`src/rtl/imem_dmem_arbiter.sv`:
```
// Arbitrates fetch (IF) and load/store (DM) onto one single-port memory, one read outstanding.
// Optional IF anti-starvation guard enabled by defining ARB_STARVE_GUARD_EN.
module imem_dmem_arbiter #(
  parameter int unsigned AW         = 32,
  parameter int unsigned DW         = 32,
  parameter int unsigned STARVE_MAX = 4
) (
  input  logic          clk_i,
  input  logic          rst_i,
  input  logic          if_req_i,
  input  logic [AW-1:0] if_addr_i,
  input  logic          if_kill_i,
  output logic          if_gnt_o,
  output logic          if_rvalid_o,
  output logic [DW-1:0] if_rdata_o,
  input  logic          dm_req_i,
  input  logic          dm_we_i,
  input  logic [AW-1:0] dm_addr_i,
  input  logic [DW-1:0] dm_wdata_i,
  output logic          dm_gnt_o,
  output logic          dm_rvalid_o,
  output logic [DW-1:0] dm_rdata_o,
  output logic          mem_req_o,
  output logic          mem_we_o,
  output logic [AW-1:0] mem_addr_o,
  output logic [DW-1:0] mem_wdata_o,
  input  logic          mem_gnt_i,
  input  logic          mem_rvalid_i,
  input  logic [DW-1:0] mem_rdata_i
);

  localparam logic [1:0] ST_IDLE  = 2'd0;
  localparam logic [1:0] ST_RD_IF = 2'd1;
  localparam logic [1:0] ST_RD_DM = 2'd2;

  logic [1:0] state_q, state_d;
  logic       kill_pend_q, kill_pend_d;
  logic       slot, force_if, pick_dm, pick_if, in_rd_if, in_rd_dm;

  assign in_rd_if = (state_q == ST_RD_IF);
  assign in_rd_dm = (state_q == ST_RD_DM);
  // A slot is any IDLE cycle, or the return cycle of an outstanding read.
  assign slot     = (state_q == ST_IDLE) | ((in_rd_if | in_rd_dm) & mem_rvalid_i);

`ifdef ARB_STARVE_GUARD_EN
  localparam int unsigned CW = $clog2(STARVE_MAX + 1);
  logic [CW-1:0] starve_cnt_q, starve_cnt_d;

  assign force_if = (starve_cnt_q == CW'(STARVE_MAX)) & if_req_i;

  // Consecutive DM grants that left a fetch waiting; saturates at STARVE_MAX.
  always_comb begin
    starve_cnt_d = starve_cnt_q;
    if (if_gnt_o || !if_req_i) begin
      starve_cnt_d = '0;
    end else if (dm_gnt_o && (starve_cnt_q != CW'(STARVE_MAX))) begin
      starve_cnt_d = starve_cnt_q + CW'(1);
    end
  end

  always_ff @(posedge clk_i) begin
    if (rst_i) starve_cnt_q <= '0;
    else       starve_cnt_q <= starve_cnt_d;
  end
`else
  logic unused_starve_max;
  assign unused_starve_max = (STARVE_MAX == 0);
  assign force_if = 1'b0;
`endif

  assign pick_dm = !rst_i & slot & dm_req_i & !force_if;
  assign pick_if = !rst_i & slot & if_req_i & !pick_dm;

  // Memory request mux and same-cycle grants / response routing.
  always_comb begin
    mem_req_o   = pick_dm | pick_if;
    mem_we_o    = pick_dm & dm_we_i;
    mem_addr_o  = '0;
    mem_wdata_o = '0;
    if (pick_dm) begin
      mem_addr_o  = dm_addr_i;
      mem_wdata_o = dm_wdata_i;
    end else if (pick_if) begin
      mem_addr_o  = if_addr_i;
    end
    dm_gnt_o    = pick_dm & mem_gnt_i;
    if_gnt_o    = pick_if & mem_gnt_i;
    dm_rvalid_o = !rst_i & in_rd_dm & mem_rvalid_i;
    if_rvalid_o = !rst_i & in_rd_if & mem_rvalid_i & !kill_pend_q & !if_kill_i;
    dm_rdata_o  = dm_rvalid_o ? mem_rdata_i : '0;
    if_rdata_o  = if_rvalid_o ? mem_rdata_i : '0;
  end

  // Next state and kill tracking.
  always_comb begin
    state_d     = state_q;
    kill_pend_d = kill_pend_q;
    if (dm_gnt_o) begin
      state_d = dm_we_i ? ST_IDLE : ST_RD_DM;
    end else if (if_gnt_o) begin
      state_d = ST_RD_IF;
    end else if ((in_rd_if | in_rd_dm) & mem_rvalid_i) begin
      state_d = ST_IDLE;
    end
    if (if_gnt_o) begin
      kill_pend_d = if_kill_i;
    end else if (in_rd_if & mem_rvalid_i) begin
      kill_pend_d = 1'b0;
    end else if (in_rd_if & if_kill_i) begin
      kill_pend_d = 1'b1;
    end
  end

  always_ff @(posedge clk_i) begin
    if (rst_i) begin
      state_q     <= ST_IDLE;
      kill_pend_q <= 1'b0;
    end else begin
      state_q     <= state_d;
      kill_pend_q <= kill_pend_d;
    end
  end

endmodule
```
`config.mk`:
```
export PLATFORM = sky130hd
export DESIGN_NAME = imem_dmem_arbiter
export DESIGN_NICKNAME = d
export VERILOG_FILES = /design/src/rtl/imem_dmem_arbiter.sv
export SDC_FILE = /design/constraint.sdc
export NUM_CORES = 1
export LEC_CHECK = 0
export BUFFER_PORTS_ARGS = -buffer_cell sky130_fd_sc_hd__buf_4
export CAP_MARGIN = 20
export CORE_AREA = 2 2 104 106
export DETAILED_ROUTE_END_ITERATION = 8
export DIE_AREA = 0 0 106 108
export GPL_TIMING_DRIVEN = 0
export PLACE_DENSITY = 0.47
export SLEW_MARGIN = 10
export SYNTH_ARGS = -nofsm -noshare
export SYNTH_HDL_FRONTEND = slang
export SYNTH_SLANG_ARGS = --single-unit
```
`constraint.sdc`:
```
create_clock -name clk_i -period 3.89 [get_ports clk_i]
set_clock_uncertainty 0.15 [all_clocks]
set_input_delay 0.5835 -clock clk_i [delete_from_list [all_inputs] [get_ports clk_i]]
set_output_delay 0.5835 -clock clk_i [all_outputs]
set_load 0.01 [all_outputs]
```
; Word level (Yosys, flattened, before mapping)
; Cells that the tools add are included.
[totals]
wordCells = 42
regBits = 3
out_inout_bits = 134
inputBits = 136
[classes]
muxes = 12
n_bitwise = 19
n_reduce_logical = 7
eq_ne = 2
[ops]
columns = op, count
row1 = 32-bit two-way mux, 5
row2 = 1-bit bitwise AND, 16
row3 = 2-bit two-way mux, 4
row4 = 3-bit nonzero test, 2
row5 = 1-bit logical NOT, 4
row6 = 1-bit two-way mux, 3
row7 = 1-bit bitwise OR, 3
row8 = "2-bit by 1-bit == test with 1-bit output, second input constant", 1
row9 = "2-bit == test, second input constant", 1
row10 = 2-bit logical NOT, 1

; Longest topological paths before layout
[depth]
depth_word = 11
mapped_depth = 8
depth_no_buf = 6

; Worst setup path after synthesis
; Ideal clock, no wire load.
[synth_timing]
path_kind = flip-flop to output port
startpoint = register state_q[0]
endpoint = output mem_addr_o[10]
t_required_ns = 3.157
arrival_time_ns = 1.616
stages_incl_launch_ff = 9
n_path_buf = 3
path_slack_ns = 1.541
path_cell_list = dfxtp_1 inv_1 ha_1 a21o_1 and3_4 buf_6 buf_6 buf_6 a22o_1
[synth_between]
elab_chain_cells = 10
[synth_lines]
columns = element, line_no
row1 = start: declaration, 36  ; logic [1:0] state_q, state_d;
row2 = start signal: assignment, 119  ; state_q <= state_d;
row3 = 2-bit by 1-bit == test with 1-bit output / 2-bit == test (equally long branches), "40, 41"
row4 = 1-bit bitwise OR, 43  ; assign slot = (state_q == ST_IDLE) | ((in_rd_if | in_rd_dm) & mem_rvalid_i);
row5 = 1-bit bitwise AND, 43
row6 = 1-bit bitwise OR (*), 43
row7 = 1-bit bitwise AND (*), "71, 72"
row8 = 1-bit bitwise AND, 71  ; assign pick_dm = !rst_i & slot & dm_req_i & !force_if;
row9 = 1-bit logical NOT, 72  ; assign pick_if = !rst_i & slot & if_req_i & !pick_dm;
row10 = 1-bit bitwise AND, 72
row11 = 32-bit two-way mux, 83  ; end else if (pick_if) begin
row12 = 32-bit two-way mux (*), 80  ; if (pick_dm) begin
row13 = end: declaration, 25  ; output logic [AW-1:0] mem_addr_o,
; Mark *: on every way between the ends. The rest lies on a longest branch, timed or not.

; Final worst setup path
[layout_timing]
startpoint = register state_q[0]
endpoint = output mem_addr_o[21]
; Same word-level chain as after synthesis.

==> run_results.csv <==
group,metric,value,unit
sta,rsz0062_at_grt,"false",
clocking,cts_buffers,3,
critical_path,worstPathCellList,"inv_1 -> ha_1 -> a21o_1 -> and4bb_1 -> buf_2 -> buf_2 -> a22o_1 -> buf_4",
power,ir_drop,0.176,mV
floorplan,core,10200,µm²
placement,dp.cells,584,
sta,fin_tns_setup,0,ns
route,ant_nets,0,
cells_and_area,drive_gt1_share,62.6,%
placement,routabilityCongestion,0.742,
route,dr.first_iter.drc_count,76,
critical_path,worstPathRequired,3.16,ns
route,vias,2297,
sta,final-setup-viol-count,0,
sta,slew_headroom,73.9,%
flow_run,cap_violations,0,
route,dr.pass1.iters,4,
route,routed_wl,8300,µm
route,post_drt_wl_per_cell,14.1,µm
clocking,clockBufferDepth,2,
critical_path,path_class,"register to output port",
synthesis,synth_warnings,0,
floorplan,ios,270,
critical_path,cp_max_fo,10,
power,finalPower,0.393,mW
floorplan,die_w,106,µm
sta,fin_hold_ws,0.338,ns
synthesis,synth_area,1250,µm²
critical_path,endpoint_kind,"output port",
placement,dp_hpwl,7280,µm
sta,tightestPinTransition,0.392,ns
floorplan,initial_utilization,12.2,%
cells_and_area,design_area,3480,µm²
synthesis,ys_types,22,
route,viasPerCell,3.91,
grt,grt_max_degree,11,
grt,track_usage,12.3,%
floorplan,die_h,108,µm
clocking,cts_root_buffer,"clkbuf_8",
sta,hold_violations,0,
placement,portBuffers,269,
sta,fmax,0.348,GHz
min_path,hold_class,"register to register",
grt,antenna_found_initial,0,
sta,period_needed,2.87,ns
floorplan,rows,37,
critical_path,cp_top_family,"buffers and inverters",
synthesis,syn_nets,318,
critical_path,startpoint_type,"register",
critical_path,crit_slowest_cell,"dfxtp_1",
clocking,ctsResizeCount,0,
synthesis,synthCells,179,
cells_and_area,area_growth,179,%
placement,place_area,3440,µm²
outcome,status,"finished clean",
grt,grt_pass1_wl,11400,µm
clocking,hold_buffers,0,
grt,grt_pass1_vias,2228,
critical_path,cp_num_buf_inv,4,
cells_and_area,n_fill_cell,1110,
synthesis,postSynthAreaPerCell,6.98,µm²
synthesis,yosysSeqAreaShare,4.81,%
cells_and_area,fin_cells,588,
clocking,htreeDepth,1,
grt,grt-ovfl-total,0,
clocking,post-cts-setup-buffer-count,0,
cells_and_area,antenna_cells,0,
clocking,cts_tree,"done",
sta,drv_slew,0,
sta,post-route-period-util,73.8,%
critical_path,worstPathArrival,2.14,ns
synthesis,ys_ff_latch,3,
power,cellPowerDensity,113,nW/µm²
clocking,clock_sinks,3,
critical_path,slowest_delay,0.35,ns
route,drc_errors,0,
clocking,clkTransAtPathRegs,0.03,ns
power,p_leak,1.97,nW
critical_path,crit_top_cell,"buf_2",
floorplan,die_area,11400,µm²
cells_and_area,fin_nets,592,
clocking,clock_latency,0.22,ns
-- worst paths after layout --
kind | startpoint | endpoint | slack [ns] | cells after the start
min reg2reg | state_q[0]$_SDFFE_PP0P_ | state_q[0]$_SDFFE_PP0P_ | 0.34 | 2
max | state_q[0]$_SDFFE_PP0P_ | mem_addr_o[21] | 1.02 | 8
min | state_q[0]$_SDFFE_PP0P_ | state_q[0]$_SDFFE_PP0P_ | 0.34 | 2
max reg2reg | state_q[0]$_SDFFE_PP0P_ | state_q[1]$_SDFFE_PP0P_ | 2.08 | 8
-- power by group --
group	total [mW]	internal [mW]	switching (mW)
combinational	0.268	0.170	0.0975
clock	0.0927	0.0701	0.0226
sequential	0.0328	0.0321	0.000729
total	0.393	0.272	0.121
-- final cells by class --
class | count | area [µm²] | share of cell area, %
buffer | 18 | 104 | 2.98
sequential | 3 | 60.1 | 1.72
timing repair buffer | 269 | 2020 | 58.0
multi-input combinational | 154 | 1070 | 30.7
clock buffer | 4 | 45.0 | 1.29
tap | 136 | 170 | 4.89
inverter | 4 | 15.0 | 0.431
-- flip-flops by register name (all words and copies together), names as in the netlist --
name	flops
kill_pend_q	1
state_q	2
-- placed cells by master, fill, tap and decap left out, types with 3 or more instances in the layout --
cell type,instances
dfxtp_1,3
inv_1,4
clkbuf_1,10
buf_2,5
nand2_1,3
buf_4,269
a22o_1,32
ha_1,3
and2_1,98
buf_6,4
a21oi_1,3
clkbuf_8,3
nand3_1,4
-- layer usage --
layer	routed length, µm	vias up	track usage (%)
met4	14	0	0.846
met2	4750	92	25.8
met1	3070	1053	13.4
li1	-	1150	-
met3	474	2	1.87
met5	0	-	0
-- worst reg2reg max path, cell delays in order (launching register included) --
cell and delay (ns):
dfxtp_1 0.35, inv_1 0.08, ha_1 0.31, a21o_1 0.21
and3_4 0.19, buf_6 0.12, buf_6 0.14, nand3b_1 0.09
a21oi_1 0.06
-- Yosys cell counts --
| master | number | area [µm²] |
|---|---|---|
| a31o_2 | 1 | 8.76 |
| a31oi_1 | 1 | 6.26 |
| ha_1 | 3 | 37.5 |
| nand2_1 | 3 | 11.3 |
| buf_2 | 5 | 25.0 |
| a21oi_1 | 3 | 15.0 |
| nand3b_1 | 1 | 7.51 |
| and4_1 | 1 | 8.76 |
| a22o_1 | 32 | 280 |
| and3_1 | 1 | 6.26 |
| nand3_1 | 4 | 20.0 |
| nor2_1 | 1 | 3.75 |
| buf_6 | 4 | 45.0 |
| a21o_1 | 1 | 7.51 |
| and4bb_1 | 1 | 12.5 |
| and3_4 | 1 | 11.3 |
| dfxtp_1 | 3 | 60.1 |
| inv_1 | 4 | 15.0 |
| clkbuf_1 | 9 | 33.8 |
| and2_1 | 98 | 613 |
| nor4bb_1 | 1 | 10.0 |
| and4b_1 | 1 | 10.0 |
-- cell families (layout without fill, tap and decap cells) --
logic type	count (synthesis)	after routing	share of synthesized area [%]
AO/OA/AOI/OAI	38	38	25.5
adder cells (fa/ha/maj)	3	3	3.01
buffers and inverters	22	295	9.52
flip-flops	3	3	4.81
AND/OR/NAND/NOR	113	113	57.2
-- through the flow --
step                      worst slack, ns  util [%]
after floorplan                      1.54         -
after global placement               1.22      33.6
after detailed placement             1.24      33.6
after CTS                            1.00      34.0
after global routing                0.905      34.0
final                                1.02      34.0
Note: power is estimated with default switching activity, not from simulation.
